### src/rtl/spi_fifo_bridge_if.sv
// spi_fifo_bridge_if
//   Bundles the host-side FIFO port and the SPI-block handshake of
//   spi_fifo_bridge into one interface.
//   Parameter: AW - log2 of FIFO depth; level signals are AW+1 bits.
//   Modports:
//     slave  - view used by the bridge itself
//     master - view used by whatever drives the bridge (host + SPI block)
//   Host side : enable, host_wr, host_wdata, host_rd, host_rdata, tx_full,
//               tx_level, rx_empty, rx_level, busy, tx_ovf, rx_unf, flag_clr
//   SPI side  : spi_write, spi_data_out, spi_tx_ready, spi_rx_valid,
//               spi_read, spi_data_in
//   Optional  : timeout_err, present only when SPI_BRIDGE_TIMEOUT_EN is defined.
interface spi_fifo_bridge_if #(
  parameter int AW = 3
);
  logic          enable;
  logic          host_wr;
  logic [7:0]    host_wdata;
  logic          host_rd;
  logic [7:0]    host_rdata;
  logic          tx_full;
  logic [AW:0]   tx_level;
  logic          rx_empty;
  logic [AW:0]   rx_level;
  logic          busy;
  logic          tx_ovf;
  logic          rx_unf;
  logic          flag_clr;
  logic          spi_write;
  logic [7:0]    spi_data_out;
  logic          spi_tx_ready;
  logic          spi_rx_valid;
  logic          spi_read;
  logic [7:0]    spi_data_in;
`ifdef SPI_BRIDGE_TIMEOUT_EN
  logic          timeout_err;
`endif

  modport slave (
`ifdef SPI_BRIDGE_TIMEOUT_EN
    output timeout_err,
`endif
    input  enable, host_wr, host_wdata, host_rd, flag_clr,
    input  spi_tx_ready, spi_rx_valid, spi_data_in,
    output host_rdata, tx_full, tx_level, rx_empty, rx_level, busy,
    output tx_ovf, rx_unf, spi_write, spi_data_out, spi_read
  );

  modport master (
`ifdef SPI_BRIDGE_TIMEOUT_EN
    input  timeout_err,
`endif
    output enable, host_wr, host_wdata, host_rd, flag_clr,
    output spi_tx_ready, spi_rx_valid, spi_data_in,
    input  host_rdata, tx_full, tx_level, rx_empty, rx_level, busy,
    input  tx_ovf, rx_unf, spi_write, spi_data_out, spi_read
  );
endinterface

### src/rtl/spi_fifo_bridge.sv
// spi_fifo_bridge
//   Host-side buffering/sequencing stage in front of an SPI interface block.
//   Host bytes queue in a TX FIFO; a sequencer hands each one to the SPI
//   block (spi_write strobe), waits for the received byte (spi_rx_valid),
//   reads it back (spi_read strobe) and queues it in an RX FIFO for the host.
//   Exactly one byte returns per byte sent, in order.
//   Parameters: DEPTH (power of two, >=2), AW = log2(DEPTH), TIMEOUT.
//   Ports:
//     clk - system clock, rising edge
//     clr - asynchronous active-high reset
//     bus - spi_fifo_bridge_if.slave (host FIFO port + SPI handshake)
//   Optional feature macro: SPI_BRIDGE_TIMEOUT_EN
//     When defined, WAIT_RX gives up after TIMEOUT cycles, sets the sticky
//     timeout_err flag and returns to IDLE (the TX byte stays consumed).
module spi_fifo_bridge #(
  parameter int DEPTH   = 8,
  parameter int AW      = 3,
  parameter int TIMEOUT = 255
) (
  input  logic             clk,
  input  logic             clr,
  spi_fifo_bridge_if.slave bus
);

  typedef enum logic [1:0] {IDLE, LOAD, WAIT_RX, FETCH} state_t;

  localparam logic [AW:0] FULL_LVL = (AW+1)'(DEPTH);

  state_t          state_reg, state_next;

  logic [7:0]      tx_mem [DEPTH];
  logic [7:0]      rx_mem [DEPTH];
  logic [AW-1:0]   tx_wr_ptr_reg, tx_rd_ptr_reg;
  logic [AW-1:0]   rx_wr_ptr_reg, rx_rd_ptr_reg;
  logic [AW:0]     tx_count_reg, rx_count_reg;
  logic [7:0]      data_out_reg;
  logic            tx_ovf_reg, rx_unf_reg;

  logic            tx_full, rx_empty;
  logic            tx_push, tx_pop, rx_push, rx_pop;
  logic            launch;

  assign tx_full  = (tx_count_reg == FULL_LVL);
  assign rx_empty = (rx_count_reg == '0);

  // Overflow/underflow attempts are dropped; the sticky flags record them.
  assign tx_push = bus.host_wr && !tx_full;
  assign tx_pop  = (state_reg == LOAD);
  // Launch reserved an RX slot, so the FETCH push never meets a full FIFO.
  assign rx_push = (state_reg == FETCH);
  assign rx_pop  = bus.host_rd && !rx_empty;

  assign launch = bus.enable && (tx_count_reg != '0) && bus.spi_tx_ready &&
                  (rx_count_reg < FULL_LVL);

`ifdef SPI_BRIDGE_TIMEOUT_EN
  localparam int TW = (TIMEOUT < 2) ? 1 : $clog2(TIMEOUT + 1);
  logic [TW-1:0] wait_cnt_reg;
  logic          timeout_err_reg;
  logic          timeout_hit;

  // wait_cnt_reg counts completed WAIT_RX cycles; expiry fires on the
  // TIMEOUT-th cycle without spi_rx_valid.
  assign timeout_hit = (wait_cnt_reg == TW'(TIMEOUT - 1));

  always_ff @(posedge clk or posedge clr) begin
    if (clr) begin
      wait_cnt_reg    <= '0;
      timeout_err_reg <= 1'b0;
    end else begin
      if (state_reg == LOAD)
        wait_cnt_reg <= '0;
      else if (state_reg == WAIT_RX)
        wait_cnt_reg <= wait_cnt_reg + 1'b1;

      if (bus.flag_clr)
        timeout_err_reg <= 1'b0;
      else if (state_reg == WAIT_RX && !bus.spi_rx_valid && timeout_hit)
        timeout_err_reg <= 1'b1;
    end
  end

  assign bus.timeout_err = timeout_err_reg;
`endif

  // Sequencer: next state
  always_comb begin
    state_next = state_reg;
    case (state_reg)
      IDLE:    if (launch) state_next = LOAD;
      LOAD:    state_next = WAIT_RX;
      WAIT_RX: begin
        if (bus.spi_rx_valid)
          state_next = FETCH;
`ifdef SPI_BRIDGE_TIMEOUT_EN
        else if (timeout_hit)
          state_next = IDLE;
`endif
      end
      FETCH:   state_next = IDLE;
      default: state_next = IDLE;
    endcase
  end

  always_ff @(posedge clk or posedge clr) begin
    if (clr) begin
      state_reg     <= IDLE;
      tx_wr_ptr_reg <= '0;
      tx_rd_ptr_reg <= '0;
      rx_wr_ptr_reg <= '0;
      rx_rd_ptr_reg <= '0;
      tx_count_reg  <= '0;
      rx_count_reg  <= '0;
      data_out_reg  <= '0;
      tx_ovf_reg    <= 1'b0;
      rx_unf_reg    <= 1'b0;
    end else begin
      state_reg <= state_next;

      // Pointers wrap naturally because DEPTH is a power of two.
      if (tx_push) tx_wr_ptr_reg <= tx_wr_ptr_reg + 1'b1;
      if (tx_pop)  tx_rd_ptr_reg <= tx_rd_ptr_reg + 1'b1;
      if (rx_push) rx_wr_ptr_reg <= rx_wr_ptr_reg + 1'b1;
      if (rx_pop)  rx_rd_ptr_reg <= rx_rd_ptr_reg + 1'b1;

      if (tx_push && !tx_pop)      tx_count_reg <= tx_count_reg + 1'b1;
      else if (!tx_push && tx_pop) tx_count_reg <= tx_count_reg - 1'b1;
      if (rx_push && !rx_pop)      rx_count_reg <= rx_count_reg + 1'b1;
      else if (!rx_push && rx_pop) rx_count_reg <= rx_count_reg - 1'b1;

      // Captured on entry to LOAD so it is valid for the whole LOAD cycle
      // and then simply holds until the next transfer.
      if (state_reg == IDLE && launch)
        data_out_reg <= tx_mem[tx_rd_ptr_reg];

      if (bus.flag_clr)
        tx_ovf_reg <= 1'b0;
      else if (bus.host_wr && tx_full)
        tx_ovf_reg <= 1'b1;

      if (bus.flag_clr)
        rx_unf_reg <= 1'b0;
      else if (bus.host_rd && rx_empty)
        rx_unf_reg <= 1'b1;
    end
  end

  // Storage carries no reset: emptiness is defined purely by the counters.
  always_ff @(posedge clk) begin
    if (tx_push) tx_mem[tx_wr_ptr_reg] <= bus.host_wdata;
    if (rx_push) rx_mem[rx_wr_ptr_reg] <= bus.spi_data_in;
  end

  assign bus.host_rdata   = rx_empty ? 8'h00 : rx_mem[rx_rd_ptr_reg];
  assign bus.tx_full      = tx_full;
  assign bus.tx_level     = tx_count_reg;
  assign bus.rx_empty     = rx_empty;
  assign bus.rx_level     = rx_count_reg;
  assign bus.busy         = (state_reg != IDLE);
  assign bus.tx_ovf       = tx_ovf_reg;
  assign bus.rx_unf       = rx_unf_reg;
  assign bus.spi_write    = (state_reg == LOAD);
  assign bus.spi_read     = (state_reg == FETCH);
  assign bus.spi_data_out = data_out_reg;

endmodule

### src/flat_wrapper.sv
// flat-port wrapper written by rule: the top's interface ports become plain ports
module spi_fifo_bridge_flat 
#(
  parameter int DEPTH   = 8,
  parameter int AW      = 3,
  parameter int TIMEOUT = 255
)
  (clk, clr, bus_enable, bus_host_wr, bus_host_wdata, bus_host_rd, bus_flag_clr, bus_spi_tx_ready, bus_spi_rx_valid, bus_spi_data_in, bus_host_rdata, bus_tx_full, bus_tx_level, bus_rx_empty, bus_rx_level, bus_busy, bus_tx_ovf, bus_rx_unf, bus_spi_write, bus_spi_data_out, bus_spi_read);
  spi_fifo_bridge_if #(.AW(AW)) bus_i ();
  input  logic clk;
  input  logic clr;
  input wire logic [$bits(bus_i.enable)-1:0] bus_enable;
  input wire logic [$bits(bus_i.host_wr)-1:0] bus_host_wr;
  input wire logic [$bits(bus_i.host_wdata)-1:0] bus_host_wdata;
  input wire logic [$bits(bus_i.host_rd)-1:0] bus_host_rd;
  input wire logic [$bits(bus_i.flag_clr)-1:0] bus_flag_clr;
  input wire logic [$bits(bus_i.spi_tx_ready)-1:0] bus_spi_tx_ready;
  input wire logic [$bits(bus_i.spi_rx_valid)-1:0] bus_spi_rx_valid;
  input wire logic [$bits(bus_i.spi_data_in)-1:0] bus_spi_data_in;
  output wire logic [$bits(bus_i.host_rdata)-1:0] bus_host_rdata;
  output wire logic [$bits(bus_i.tx_full)-1:0] bus_tx_full;
  output wire logic [$bits(bus_i.tx_level)-1:0] bus_tx_level;
  output wire logic [$bits(bus_i.rx_empty)-1:0] bus_rx_empty;
  output wire logic [$bits(bus_i.rx_level)-1:0] bus_rx_level;
  output wire logic [$bits(bus_i.busy)-1:0] bus_busy;
  output wire logic [$bits(bus_i.tx_ovf)-1:0] bus_tx_ovf;
  output wire logic [$bits(bus_i.rx_unf)-1:0] bus_rx_unf;
  output wire logic [$bits(bus_i.spi_write)-1:0] bus_spi_write;
  output wire logic [$bits(bus_i.spi_data_out)-1:0] bus_spi_data_out;
  output wire logic [$bits(bus_i.spi_read)-1:0] bus_spi_read;
  assign bus_i.enable = bus_enable;
  assign bus_i.host_wr = bus_host_wr;
  assign bus_i.host_wdata = bus_host_wdata;
  assign bus_i.host_rd = bus_host_rd;
  assign bus_i.flag_clr = bus_flag_clr;
  assign bus_i.spi_tx_ready = bus_spi_tx_ready;
  assign bus_i.spi_rx_valid = bus_spi_rx_valid;
  assign bus_i.spi_data_in = bus_spi_data_in;
  assign bus_host_rdata = bus_i.host_rdata;
  assign bus_tx_full = bus_i.tx_full;
  assign bus_tx_level = bus_i.tx_level;
  assign bus_rx_empty = bus_i.rx_empty;
  assign bus_rx_level = bus_i.rx_level;
  assign bus_busy = bus_i.busy;
  assign bus_tx_ovf = bus_i.tx_ovf;
  assign bus_rx_unf = bus_i.rx_unf;
  assign bus_spi_write = bus_i.spi_write;
  assign bus_spi_data_out = bus_i.spi_data_out;
  assign bus_spi_read = bus_i.spi_read;
  spi_fifo_bridge #(.DEPTH(DEPTH), .AW(AW), .TIMEOUT(TIMEOUT)) u_core (.clk(clk), .clr(clr), .bus(bus_i));
endmodule
### config.mk
export PLATFORM = sky130hd
export DESIGN_NAME = spi_fifo_bridge_flat
export DESIGN_NICKNAME = d
export VERILOG_FILES = /design/src/rtl/spi_fifo_bridge_if.sv /design/src/rtl/spi_fifo_bridge.sv /design/src/flat_wrapper.sv
export SDC_FILE = /design/constraint.sdc
export NUM_CORES = 1
export LEC_CHECK = 0
export ABC_AREA = 0
export CELL_PAD_IN_SITES_DETAIL_PLACEMENT = 0
export CELL_PAD_IN_SITES_GLOBAL_PLACEMENT = 1
export CORE_ASPECT_RATIO = 0.8
export CORE_UTILIZATION = 50
export DETAILED_ROUTE_END_ITERATION = 6
export PLACE_DENSITY = 0.87
export SLEW_MARGIN = 20
export SYNTH_ARGS = -nofsm -noshare
export SYNTH_HDL_FRONTEND = slang
export SYNTH_SLANG_ARGS = --single-unit
### constraint.sdc
create_clock -name clk -period 5.64 [get_ports clk]
set_input_delay 1.128 -clock clk [delete_from_list [all_inputs] [get_ports clk]]
set_output_delay 1.128 -clock clk [all_outputs]
set_load 0.01 [all_outputs]
Word-level counts from Yosys, hierarchy flattened
Memories as Yosys holds them, arrays and structs flattened. A register that Yosys moved wholly into a read port is not among the register bits.
Cells that the tools add are included.
{"block": "word_totals", "register_bits": 24, "elab_cells": 69, "ram_bits": 128, "mem_count": 2, "out_inout_bits": 31}
{"name": "u_core.rx_mem", "words": 8, "width": 8, "read_ports": 1, "rd_clocked_by_memory_dff": 0, "wr": 1, "line": "spi_fifo_bridge.sv:32", "rtl": "logic [7:0] rx_mem [DEPTH];"}
{"name": "u_core.tx_mem", "words": 8, "width": 8, "read_ports": 1, "rd_clocked_by_memory_dff": 1, "wr": 1, "line": "spi_fifo_bridge.sv:31", "rtl": "logic [7:0] tx_mem [DEPTH];"}
{"block": "classes", "mux": 16, "addsub": 8, "reduce_logical": 27, "n_eq_ne": 6, "order_cmp": 1}
{"operator": "$mux 4", "count": 4}
{"operator": "$add 3x1->3 const B", "count": 4}
{"operator": "$logic_and 1x1->1", "count": 12}
{"operator": "$reduce_bool 2->1", "count": 5}
{"operator": "$add 4x1->4 const B", "count": 2}
{"operator": "$mux 1", "count": 8}
{"operator": "$mux 8", "count": 1}
{"operator": "$pmux 2 s4", "count": 1}
{"operator": "$sub 4x1->4 const B", "count": 2}
{"operator": "$logic_not 1->1", "count": 6}
{"operator": "$eq 2x2->1 const B", "count": 2}
{"operator": "$eq 4x4->1 const B", "count": 1}
{"operator": "$logic_not 4->1", "count": 1}
{"operator": "$lt 4x4->1 const B", "count": 1}
{"operator": "$mux 2", "count": 2}
{"operator": "$reduce_bool 4->1", "count": 1}
{"operator": "$eq 2x1->1 const B", "count": 1}
{"operator": "$logic_not 2->1", "count": 1}
{"operator": "$ne 2x1->1 const B", "count": 1}
{"operator": "$ne 2x2->1 const B", "count": 1}
{"operator": "$reduce_and 2->1", "count": 1}

Longest topological paths before layout
{"block": "logic_depth", "depth_word": 7, "ltp_mapped": 10, "ltp_nobuf": 10}

Worst setup path after synthesis
OpenSTA, ideal clock, no wires.
{"block": "synth_timing", "kind": "input -> register", "startpoint": "input port bus_host_wr", "endpoint": "register u_core.tx_count_reg[3] (netlist: u_core.bus.tx_level[3])", "path_stages": 9, "setup_slack_ns": 2.642, "setup_ns": 0.126, "n_path_buf": 1, "arrival_ns": 2.872, "cell_sequence": "nor2b_1 buf_6 ha_1 inv_1 ha_1 a21o_1 a2111oi_2 a31oi_1 a221o_1"}
{"block": "synth_via", "elab_chain_cells": 4, "word_cells_on_any_way": 6, "classes_between": "1 x mux; 5 x reduce/logical"}
{"item": "from (decl)", "line": "flat_wrapper.sv:13", "rtl": "input wire logic [$bits(bus_i.host_wr)-1:0] bus_host_wr;"}
{"item": "$logic_and 1x1->1 (*)", "line": "spi_fifo_bridge.sv:47", "rtl": "assign tx_push = bus.host_wr && !tx_full;"}
{"item": "$logic_not 1->1", "line": "spi_fifo_bridge.sv:127", "rtl": "else if (!tx_push && tx_pop) tx_count_reg <= tx_count_reg - 1'b1;"}
{"item": "$logic_and 1x1->1", "line": "spi_fifo_bridge.sv:127"}
{"item": "$reduce_bool 2->1 (no line)"}
{"item": "to (signal assigned)", "line": "spi_fifo_bridge.sv:126", "rtl": "if (tx_push && !tx_pop) tx_count_reg <= tx_count_reg + 1'b1;"}
{"item": "to (signal assigned)", "line": "spi_fifo_bridge.sv:127"}
{"item": "to (decl)", "line": "spi_fifo_bridge.sv:35", "rtl": "logic [AW:0] tx_count_reg, rx_count_reg;"}
Every way passes the cells marked *; elsewhere a longest branch is shown, timed or not.
A chain may end at the register's enable or synchronous reset.

Worst setup path in the final report
{"block": "layout_timing", "startpoint": "register u_core.rx_rd_ptr_reg[0]", "endpoint": "output port bus_host_rdata[6]"}
{"block": "layout_via", "elab_chain_cells": 2}
{"item": "from (decl)", "line": "spi_fifo_bridge.sv:34", "rtl": "logic [AW-1:0] rx_wr_ptr_reg, rx_rd_ptr_reg;"}
{"item": "from (signal assigned)", "line": "spi_fifo_bridge.sv:124", "rtl": "if (rx_pop) rx_rd_ptr_reg <= rx_rd_ptr_reg + 1'b1;"}
{"item": "$mem_v2 8x8"}
{"item": "$mux 8", "line": "spi_fifo_bridge.sv:154", "rtl": "assign bus.host_rdata = rx_empty ? 8'h00 : rx_mem[rx_rd_ptr_reg];"}
{"item": "to (decl)", "line": "flat_wrapper.sv:20", "rtl": "output wire logic [$bits(bus_i.host_rdata)-1:0] bus_host_rdata;"}
Every way passes these cells.

==> flow_summary_export.csv <==
group,metric,value,unit
run_status,status,"completed",
drt,vias_per_cell,5.58,
place,port_buffers,54,
cts,numCtsBuffers,17,
place,gp_congestion,0.717,
global_routing,grt_pass1_wl,19200,µm
yosys,ys.flop_type,"edfxtp_1",
finish,nFillCells,936,
floorplanning,die_h,105,µm
global_routing,grt.total_usage,0.200,
global_routing,grt_pass1_vias,3468,
place,place_inst,578,
sta,fin_worst_skew,0.0174,ns
finish,area_growth,19.3,%
drt,drt_wl_total,12200,µm
worst_setup_path,ff2ff_setup_slack,2.70,ns
drt,vias,3405,
hold_path,hp-start,"u_core.bus.rx_unf",
hold_path,whs_path_depth,2,
cts,cts_buffer_depth,2,
drt,drtIter0Drc,278,
yosys,synth_edf_count,128,
drt,routed-wl-met2,6010,µm
cts,cts_resized,0,
drt,wl_per_cell,20.1,µm
yosys,ys_warn_count,0,
drt,remaining_drc_errors,0,
global_routing,grt_max_degree,33,
hold_path,hold_end,"u_core.bus.rx_unf",
finish,layout_common_cells,"128 x edfxtp_1, 54 x clkdlybuf4s50_1, 33 x nor2_1",
place,placed_area,7290,µm²
place,dpl.hpwl,7650,µm
worst_setup_path,reg2reg_depth,9,
cts,post-cts-setup-buffers,0,
drt,ant_nets,0,
yosys,async_reset_ff_frac,0.200,
floorplanning,start_util,0.512,
cts,cts_hold_buf,0,
yosys,yosys_register_bits,160,
yosys,avgSynthCellArea,18.4,µm²
cts,clk-insertion-delay-late,0.42,ns
yosys,synth_cells,358,
worst_setup_path,worstPathArrival,2.47,ns
power,power.leakage,2.73,nW
floorplanning,placeableCoreArea,12900,µm²
finish,antenna_cells,0,
power,ir_drop,272,µV
sta,fin_crit_sh,0.638,
finish,layout_commonest_cell,"edfxtp_1",
hold_path,hp-class,"flip-flop to flip-flop",
cts,cts_max_level,4,
floorplanning,die_w,130,µm
sta,hold_violations,0,
sta,rsz0062_at_grt,"false",
yosys,syn_nets,399,
global_routing,gr-total-overflow,0,
sta,drv_slew,0,
global_routing,antenna_found_initial,0,
floorplanning,rows,37,
sta,fin_crit,3.60,ns
yosys,synth_cell_types,37,
finish,nets,463,
sta,setup_viol,0,
sta,clock.fmax,0.278,GHz
flow_run,drv_cap,0,
finish,final_cells,610,
drt,wl_met1,5520,µm
yosys,synth_area,6580,µm²
sta,tightest_slew,1.03,ns
finish,design_area,7860,µm²
finish,fin_util,0.610,
cts,clock-sinks,160,
cts,clk_pin_slew_worst_paths,0.06,ns
worst_setup_path,worstPathRequired,4.51,ns
floorplanning,die-area,13600,µm²
yosys,seq_area_frac_synth,0.705,
power,powerDensity,548,nW/µm²
worst_setup_path,r2r-end,"u_core.bus.tx_level[3]",
drt,drt_pre_antenna_iters,4,
drt,highest_layer,"met4",
worst_setup_path,crit_fanout,18,
worst_setup_path,r2r-start,"u_core.bus.tx_level[0]",
sta,max_slew_margin,0.314,
drt,wl_met3,621,µm
worst_setup_path,worstSetupPathType,"flip-flop to output pin",
cts,cts_tree,"yes",
worst_setup_path,cp-end-kind,"output pin",
cts,clockRootBuffer,"clkbuf_16",
power,power,4.30,mW
floorplanning,ioPinCount,55,
finish,drive_gt1_frac,0.189,
worst_setup_path,cp-start-kind,"flip-flop",
sta,tns,0,ns
## power breakdown
part	total (mW)	switching [mW]	internal, mW
clock network	1.08	0.436	0.644
logic	1.38	0.590	0.789
registers	1.84	0.316	1.53
total	4.30	1.34	2.96
## kinds of logic after synthesis
logic type | after synthesis | synth area share
mux | 55 | 0.146
xor+xnor | 12 | 0.0160
compound gates | 27 | 0.0291
fa+ha+maj | 17 | 0.0346
flops | 160 | 0.705
buf+inv | 23 | 0.0205
simple gates | 64 | 0.0481
## area by class of cell
class | count | area [µm²] | area share
Sequential cell | 160 | 4650 | 0.592
Multi-Input combinational cell | 175 | 1810 | 0.230
Timing Repair Buffer | 60 | 586 | 0.0745
Clock buffer | 24 | 482 | 0.0613
Tap cell | 175 | 219 | 0.0279
Clock inverter | 8 | 81.3 | 0.0104
Inverter | 8 | 30.0 | 0.00382
## critical path, stage by stage (launching register included)
cell	delay [ns]
dfrtp_2	0.75
mux4_2	0.59
mux2i_1	0.14
nor2_1	0.06
clkdlybuf4s50_1	0.51
## synthesized netlist by cell type, types with 2 or more instances
cell type,number,area share
a2111oi_2,2,0.0046
a21boi_0,2,0.0023
a21o_1,2,0.0023
a21oi_1,12,0.0091
a221o_1,2,0.0030
a31oi_1,2,0.0019
buf_2,5,0.0038
buf_6,5,0.0086
clkbuf_1,3,0.0017
dfrtp_1,32,0.12
edfxtp_1,128,0.58
fa_1,2,0.0061
ha_1,15,0.029
inv_1,8,0.0046
mux2_2,5,0.0086
mux2i_1,16,0.024
mux4_2,32,0.11
nand2_1,10,0.0057
nand2b_1,7,0.0067
nor2_1,33,0.019
nor3_1,6,0.0046
nor4_1,3,0.0029
o21ai_0,2,0.0015
xnor2_1,9,0.012
xor2_1,3,0.0040
## routing by layer
layer,track usage,vias up
met5,0,-
met4,0.0631,0
met3,0.0563,6
met2,0.303,96
met1,0.280,1778
li1,-,1525
## worst max-delay path by stage
stage,from,end,slack [ns],cells past startpoint
after global placement,bus_host_wr,u_core.bus.tx_level[3],1.91,9
final,u_core.rx_rd_ptr_reg[0],bus_host_rdata[6],2.04,4
after detailed placement,bus_host_wr,u_core.bus.tx_level[3],1.79,9
after global routing,u_core.rx_rd_ptr_reg[0],bus_host_rdata[0],1.85,4
after floorplan,bus_host_wr,u_core.bus.tx_level[3],2.64,9
after CTS,u_core.rx_rd_ptr_reg[0],bus_host_rdata[5],1.59,4
## through the flow
| step | hold WS, ns | setup WS, ns |
|---|---|---|
| final | 0.497 | 2.04 |
| after CTS | 0.505 | 1.59 |
| after floorplan | 0.480 | 2.64 |
| after detailed placement | 0.490 | 1.79 |
| after global routing | 0.533 | 1.85 |
| after global placement | 0.486 | 1.91 |
Power figures use the tool's default switching activity.
